### config.mk
export PLATFORM = sky130hd
export DESIGN_NAME = ram_fifo_arbiter
export DESIGN_NICKNAME = d
export VERILOG_FILES = /design/src/rtl/ram_fifo_arbiter.sv
export SDC_FILE = /design/constraint.sdc
export NUM_CORES = 1
export LEC_CHECK = 0
export CAP_MARGIN = 30
export CORE_AREA = 2 2 92 94
export DETAILED_ROUTE_END_ITERATION = 8
export DIE_AREA = 0 0 94 96
export GPL_TIMING_DRIVEN = 0
export PLACE_DENSITY_LB_ADDON = 0.1
export SKIP_LAST_GASP = 1
export SLEW_MARGIN = 20
export SYNTH_ARGS = -nofsm -noshare
export SYNTH_HDL_FRONTEND = slang
export SYNTH_SLANG_ARGS = --single-unit
### constraint.sdc
create_clock -name clk_i -period 4.8 [get_ports clk_i]
set_input_delay 0.96 -clock clk_i [delete_from_list [all_inputs] [get_ports clk_i]]
set_output_delay 0.96 -clock clk_i [all_outputs]
set_load 0.02 [all_outputs]
### src/rtl/ram_fifo_arbiter.sv
// Round-robin write scheduler and in-order drain controller for a shared dual-port RAM buffer.
// Each buffered entry carries the index of the requester that produced it.
module ram_fifo_arbiter #(
  parameter int NUM_REQ    = 4,
  parameter int ID_WIDTH   = 2,
  parameter int DATA_WIDTH = 16,
  parameter int ADDR_SIZE  = 4
) (
  input  logic                           clk_i,
  input  logic                           rst_i,
  input  logic [NUM_REQ-1:0]             s_valid_i,
  input  logic [NUM_REQ*DATA_WIDTH-1:0]  s_data_i,
  output logic [NUM_REQ-1:0]             s_ready_o,
  output logic                           ram_wr_en_o,
  output logic [ADDR_SIZE-1:0]           ram_wr_addr_o,
  output logic [ID_WIDTH+DATA_WIDTH-1:0] ram_wr_data_o,
  output logic                           ram_full_o,
  output logic [ADDR_SIZE-1:0]           ram_rd_addr_o,
  input  logic [ID_WIDTH+DATA_WIDTH-1:0] ram_rd_data_i,
  output logic                           m_valid_o,
  output logic [ID_WIDTH-1:0]            m_id_o,
  output logic [DATA_WIDTH-1:0]          m_data_o,
  input  logic                           m_ready_i,
  output logic [ADDR_SIZE:0]             count_o
);

  localparam logic [ADDR_SIZE:0] DEPTH   = {1'b1, {ADDR_SIZE{1'b0}}};
  localparam logic [ID_WIDTH-1:0] LAST_ID = ID_WIDTH'(NUM_REQ - 1);

  logic [ADDR_SIZE:0]    wr_ptr_q, wr_ptr_d;
  logic [ADDR_SIZE:0]    rd_ptr_q, rd_ptr_d;
  logic [ADDR_SIZE:0]    count_q, count_d;
  logic [ID_WIDTH-1:0]   rr_ptr_q, rr_ptr_d;

  logic                  full;
  logic                  empty;
  logic                  push;
  logic                  pop;
  logic                  found;
  int                    idx;
  logic [NUM_REQ-1:0]    grant;
  logic [ID_WIDTH-1:0]   grant_id;
  logic [DATA_WIDTH-1:0] grant_data;

  assign full  = (count_q == DEPTH);
  assign empty = (count_q == '0);

  // Reset suppresses all grants so nothing is accepted while the pointers clear.
  always_comb begin
    grant      = '0;
    grant_id   = '0;
    grant_data = '0;
    found      = 1'b0;
    idx        = 0;
    if (!rst_i && !full) begin
      for (int k = 0; k < NUM_REQ; k++) begin
        idx = (int'(rr_ptr_q) + k) % NUM_REQ;
        if (!found && s_valid_i[idx]) begin
          found      = 1'b1;
          grant[idx] = 1'b1;
          grant_id   = ID_WIDTH'(idx);
          grant_data = s_data_i[idx*DATA_WIDTH +: DATA_WIDTH];
        end
      end
    end
  end

  assign push = |grant;
  assign pop  = !rst_i && !empty && m_ready_i;

  always_comb begin
    wr_ptr_d = wr_ptr_q;
    rd_ptr_d = rd_ptr_q;
    count_d  = count_q;
    rr_ptr_d = rr_ptr_q;
    if (push) begin
      wr_ptr_d = wr_ptr_q + 1'b1;
      rr_ptr_d = (grant_id == LAST_ID) ? '0 : grant_id + 1'b1;
    end
    if (pop) begin
      rd_ptr_d = rd_ptr_q + 1'b1;
    end
    if (push && !pop) begin
      count_d = count_q + 1'b1;
    end else if (pop && !push) begin
      count_d = count_q - 1'b1;
    end
  end

  always_ff @(posedge clk_i) begin
    if (rst_i) begin
      wr_ptr_q <= '0;
      rd_ptr_q <= '0;
      count_q  <= '0;
      rr_ptr_q <= '0;
    end else begin
      wr_ptr_q <= wr_ptr_d;
      rd_ptr_q <= rd_ptr_d;
      count_q  <= count_d;
      rr_ptr_q <= rr_ptr_d;
    end
  end

  assign s_ready_o     = grant;
  assign ram_wr_en_o   = push;
  assign ram_wr_addr_o = wr_ptr_q[ADDR_SIZE-1:0];
  assign ram_wr_data_o = {grant_id, grant_data};
  assign ram_full_o    = full;
  assign ram_rd_addr_o = rd_ptr_q[ADDR_SIZE-1:0];
  assign m_valid_o     = !empty;
  assign m_id_o        = ram_rd_data_i[ID_WIDTH+DATA_WIDTH-1 -: ID_WIDTH];
  assign m_data_o      = ram_rd_data_i[DATA_WIDTH-1:0];
  assign count_o       = count_q;

endmodule
==> flow_summary.json <==
{
  "cts_buffer_depth": 2,
  "cp.arrival_ps": 4840,
  "drive_gt1_frac": 0.2007,
  "rows": 33,
  "htreeDepth": 1,
  "reg2reg_slack_ps": 230,
  "antennaDiodeCount": 0,
  "clk_latency_ps": 250,
  "area_growth_pct": 43.95,
  "synth_seq_area_share": 0.08746,
  "synth-seq-cells": 15,
  "worstSetupPathType": "in2reg",
  "dieHeight_microns": 96,
  "core_sq_um": 8051,
  "cts_root_buf": "clkbuf_8",
  "hold_depth": 2,
  "holdCritStartpoint": "rd_ptr_q[3]",
  "antenna_found_initial": 0,
  "hold_end": "rd_ptr_q[3]",
  "skew_ps": 2.648,
  "synth_edf_count": 0,
  "comb_power_share": 0.896,
  "drc": 0,
  "drv_cap": 0,
  "grt_use_total": 0.2513,
  "fmax_ghz": 0.2148,
  "status": "finished, final reports clean",
  "wirelength_microns": 11740,
  "antenna_left": 0,
  "ff2ff_path_depth": 18,
  "start_util": 0.4264,
  "synth_nets": 521,
  "finalNonFillerCells": 653,
  "ctsHoldBuffers": 0,
  "yosys_most_used_dff": "dfxtp_1",
  "power_frac_seq": 0.069,
  "gp_congestion": 0.9206,
  "min_period_ps": 4656,
  "peakVddDrop_uv": 503.3,
  "syn_inst": 419,
  "required_ps": 4990,
  "p_sw_frac": 0.5175,
  "p_sw_mw": 1.553,
  "cellLeakagePower_nw": 1.986,
  "syn_area_per_cell_sq_um": 8.194,
  "cts_sinks": 15,
  "period_share": 0.9699,
  "grt_overflow_total": 0,
  "power.clock.fraction": 0.035,
  "min_path_type": "reg2reg",
  "grt_pass1_wl_microns": 18490,
  "final-setup-viol-count": 0,
  "rsz0062_at_grt": "yes",
  "nFillCells": 733,
  "power.density_nw_per_um2": 607.4,
  "cts_tree": "built",
  "final_hold_viol_count": 0,
  "numPortBuffers": 123,
  "ys_types": 54,
  "drv_slew": 0,
  "critical_path.endpoint_type": "register",
  "rr_endpoint": "count_o[4]",
  "nets": 651,
  "die_area_sq_um": 9024,
  "synthArstFlopShare": 0,
  "slew-limit-headroom": 0.4938,
  "path_clk_slew_ps": 60,
  "wire_per_inst_microns": 17.98,
  "die_w_microns": 94,
  "dp_hpwl_microns": 8762,
  "via_per_inst": 6.046,
  "synth_area_sq_um": 3433,
  "pin_count": 145,
  "tightest_slew_ps": 759.4,
  "r2r_start": "rr_ptr_q[0]",
  "total_power_mw": 3.002,
  "first_pass_iters": 5,
  "ys_warn_count": 0,
  "cp-start-kind": "input port",
  "internal-power_mw": 1.448,
  "grt_max_degree": 11,
  "num_vias": 3948,
  "cts-buffers-inserted": 3,
  "grt_pass1_vias": 3785,
  "dr.first_iter.drc_count": 261,
  "cp_max_fo": 10,
  "dp_cells": 647
}
## through the flow
stage / setup TNS, ps / instance area (sq um) / hold WS (ps) / setup slack (ps) / utilization
floorplan: 0 / 3433 / 557.6 / 236.5 / -
global placement: -7636 / 4796 / 468.7 / -601.5 / 0.5956
detailed placement: -8716 / 4796 / 473.3 / -683.2 / 0.5956
CTS: -51.04 / 4877 / 481.0 / -16.02 / 0.6058
global route: -41.36 / 4942 / 520.7 / -41.36 / 0.6138
finish: 0 / 4942 / 487.6 / 144.3 / 0.6138
## power by group through the flow
stage                     sequential (mW)  combinational [mW]  clock, mW
after global placement              0.207                2.58          0
after global routing                0.213                2.91      0.112
after CTS                           0.207                2.64      0.107
after detailed placement            0.208                2.62          0
after floorplan                     0.229                1.85          0
final                               0.207                2.69      0.104
## logic make-up (layout without fill, tap and decap cells)
| logic type | count (synthesis) | count (layout) | share of synthesized area |
|---|---|---|---|
| AOI/OAI and AO/OA | 135 | 135 | 0.2489 |
| xor gates and xnor gates | 7 | 7 | 0.01786 |
| adders and majority gates | 13 | 13 | 0.04956 |
| buffers and inverters | 65 | 194 | 0.09694 |
| DFF | 15 | 15 | 0.08746 |
| muxes | 77 | 77 | 0.3553 |
| and+or+nand+nor | 107 | 107 | 0.1440 |
## synth_stat cells, drive strengths merged, types with 7 or more instances
master / count / area [sq um]
ha: 12 / 150.1
mux4: 34 / 765.7
a221oi: 8 / 70.07
mux2i: 24 / 240.2
inv: 7 / 26.28
nor2: 42 / 157.7
a21oi: 50 / 250.2
dfxtp: 15 / 300.3
buf: 33 / 211.5
clkbuf: 25 / 95.09
mux2: 19 / 214.0
o211ai: 9 / 67.56
o21ai: 41 / 205.2
nand3: 13 / 65.06
nand2: 25 / 93.84
## registers in the layout (all words and copies together) (netlist names)
name,count
rr_ptr_q,2
count_o,5
wr_ptr_q,4
rd_ptr_q,4
## layout make-up
class                           instances  area (sq um)  area share
Sequential cell                        15         301.5     0.06101
Clock inverter                          1         5.005    0.001013
Buffer                                 58         336.6     0.06810
Timing Repair Buffer                  125          1271      0.2572
Multi-Input combinational cell        339          2829      0.5724
Inverter                                7         26.28    0.005316
Clock buffer                            3         41.29    0.008354
Tap cell                              105         131.4     0.02658
## how the worst max path moves through the flow
stage | endpoint | start | cells after the start | slack, ps
5_1_grt | count_o[4] | rr_ptr_q[0] | 18 | -40
3_3_place_gp | ram_wr_data_o[17] | rr_ptr_q[0] | 11 | -600
3_5_place_dp | ram_wr_data_o[17] | rr_ptr_q[0] | 11 | -680
6_report | count_o[4] | s_valid_i[2] | 15 | 140
2_1_floorplan | count_o[4] | rr_ptr_q[0] | 18 | 240
4_1_cts | ram_wr_data_o[14] | s_valid_i[2] | 10 | -20
## critical path, stage by stage
cell,delay [ps]
clkdlybuf4s50_1,500
buf_4,170
or3b_1,350
a2111o_1,500
a21boi_1,240
o32ai_2,170
a31oi_2,280
ha_1,230
inv_1,110
fa_1,430
a21o_1,180
a21oi_1,170
xnor2_1,90
or3_1,310
a21oi_1,140
## layer usage
metal  global-route usage  wire length (microns)  up-vias
met1               0.3490                   4989     1878
li1                     -                      -     1844
met5                    0                      0        -
met4              0.06159                    104        0
met3              0.03837                    994       11
met2               0.4119                   5649      215
## layout by cell type (no fill, tap or decap), drive strengths merged, types with 2 or more instances in the layout
| cell type | synthesis | layout |
|---|---|---|
| xnor2 | 3 | 3 |
| nand2 | 25 | 25 |
| or3 | 3 | 3 |
| a31oi | 2 | 2 |
| nor2b | 4 | 4 |
| o221ai | 2 | 2 |
| mux2i | 24 | 24 |
| nand3b | 3 | 3 |
| nand3 | 13 | 13 |
| ha | 12 | 12 |
| nor2 | 42 | 42 |
| dlygate4sd2 | 0 | 7 |
| mux4 | 34 | 34 |
| dfxtp | 15 | 15 |
| o21ai | 41 | 41 |
| a22oi | 4 | 4 |
| dlymetal6s2s | 0 | 12 |
| or2 | 2 | 2 |
| inv | 7 | 7 |
| a211oi | 3 | 3 |
| buf | 33 | 33 |
| a221oi | 8 | 8 |
| a32oi | 2 | 2 |
| a21o | 3 | 3 |
| mux2 | 19 | 19 |
| a21oi | 50 | 50 |
| o211ai | 9 | 9 |
| clkdlybuf4s50 | 0 | 104 |
| xor2 | 4 | 4 |
| and3 | 3 | 3 |
| clkbuf | 25 | 30 |
| nand2b | 3 | 3 |
| nor3 | 3 | 3 |
## repair_timing
action	4_1_cts	5_1_grt
endpoints found under the setup margin	22	18
pin swaps	0	2
resized for setup	25	20
setup buffers	0	1
Power figures use the tool's default switching activity.
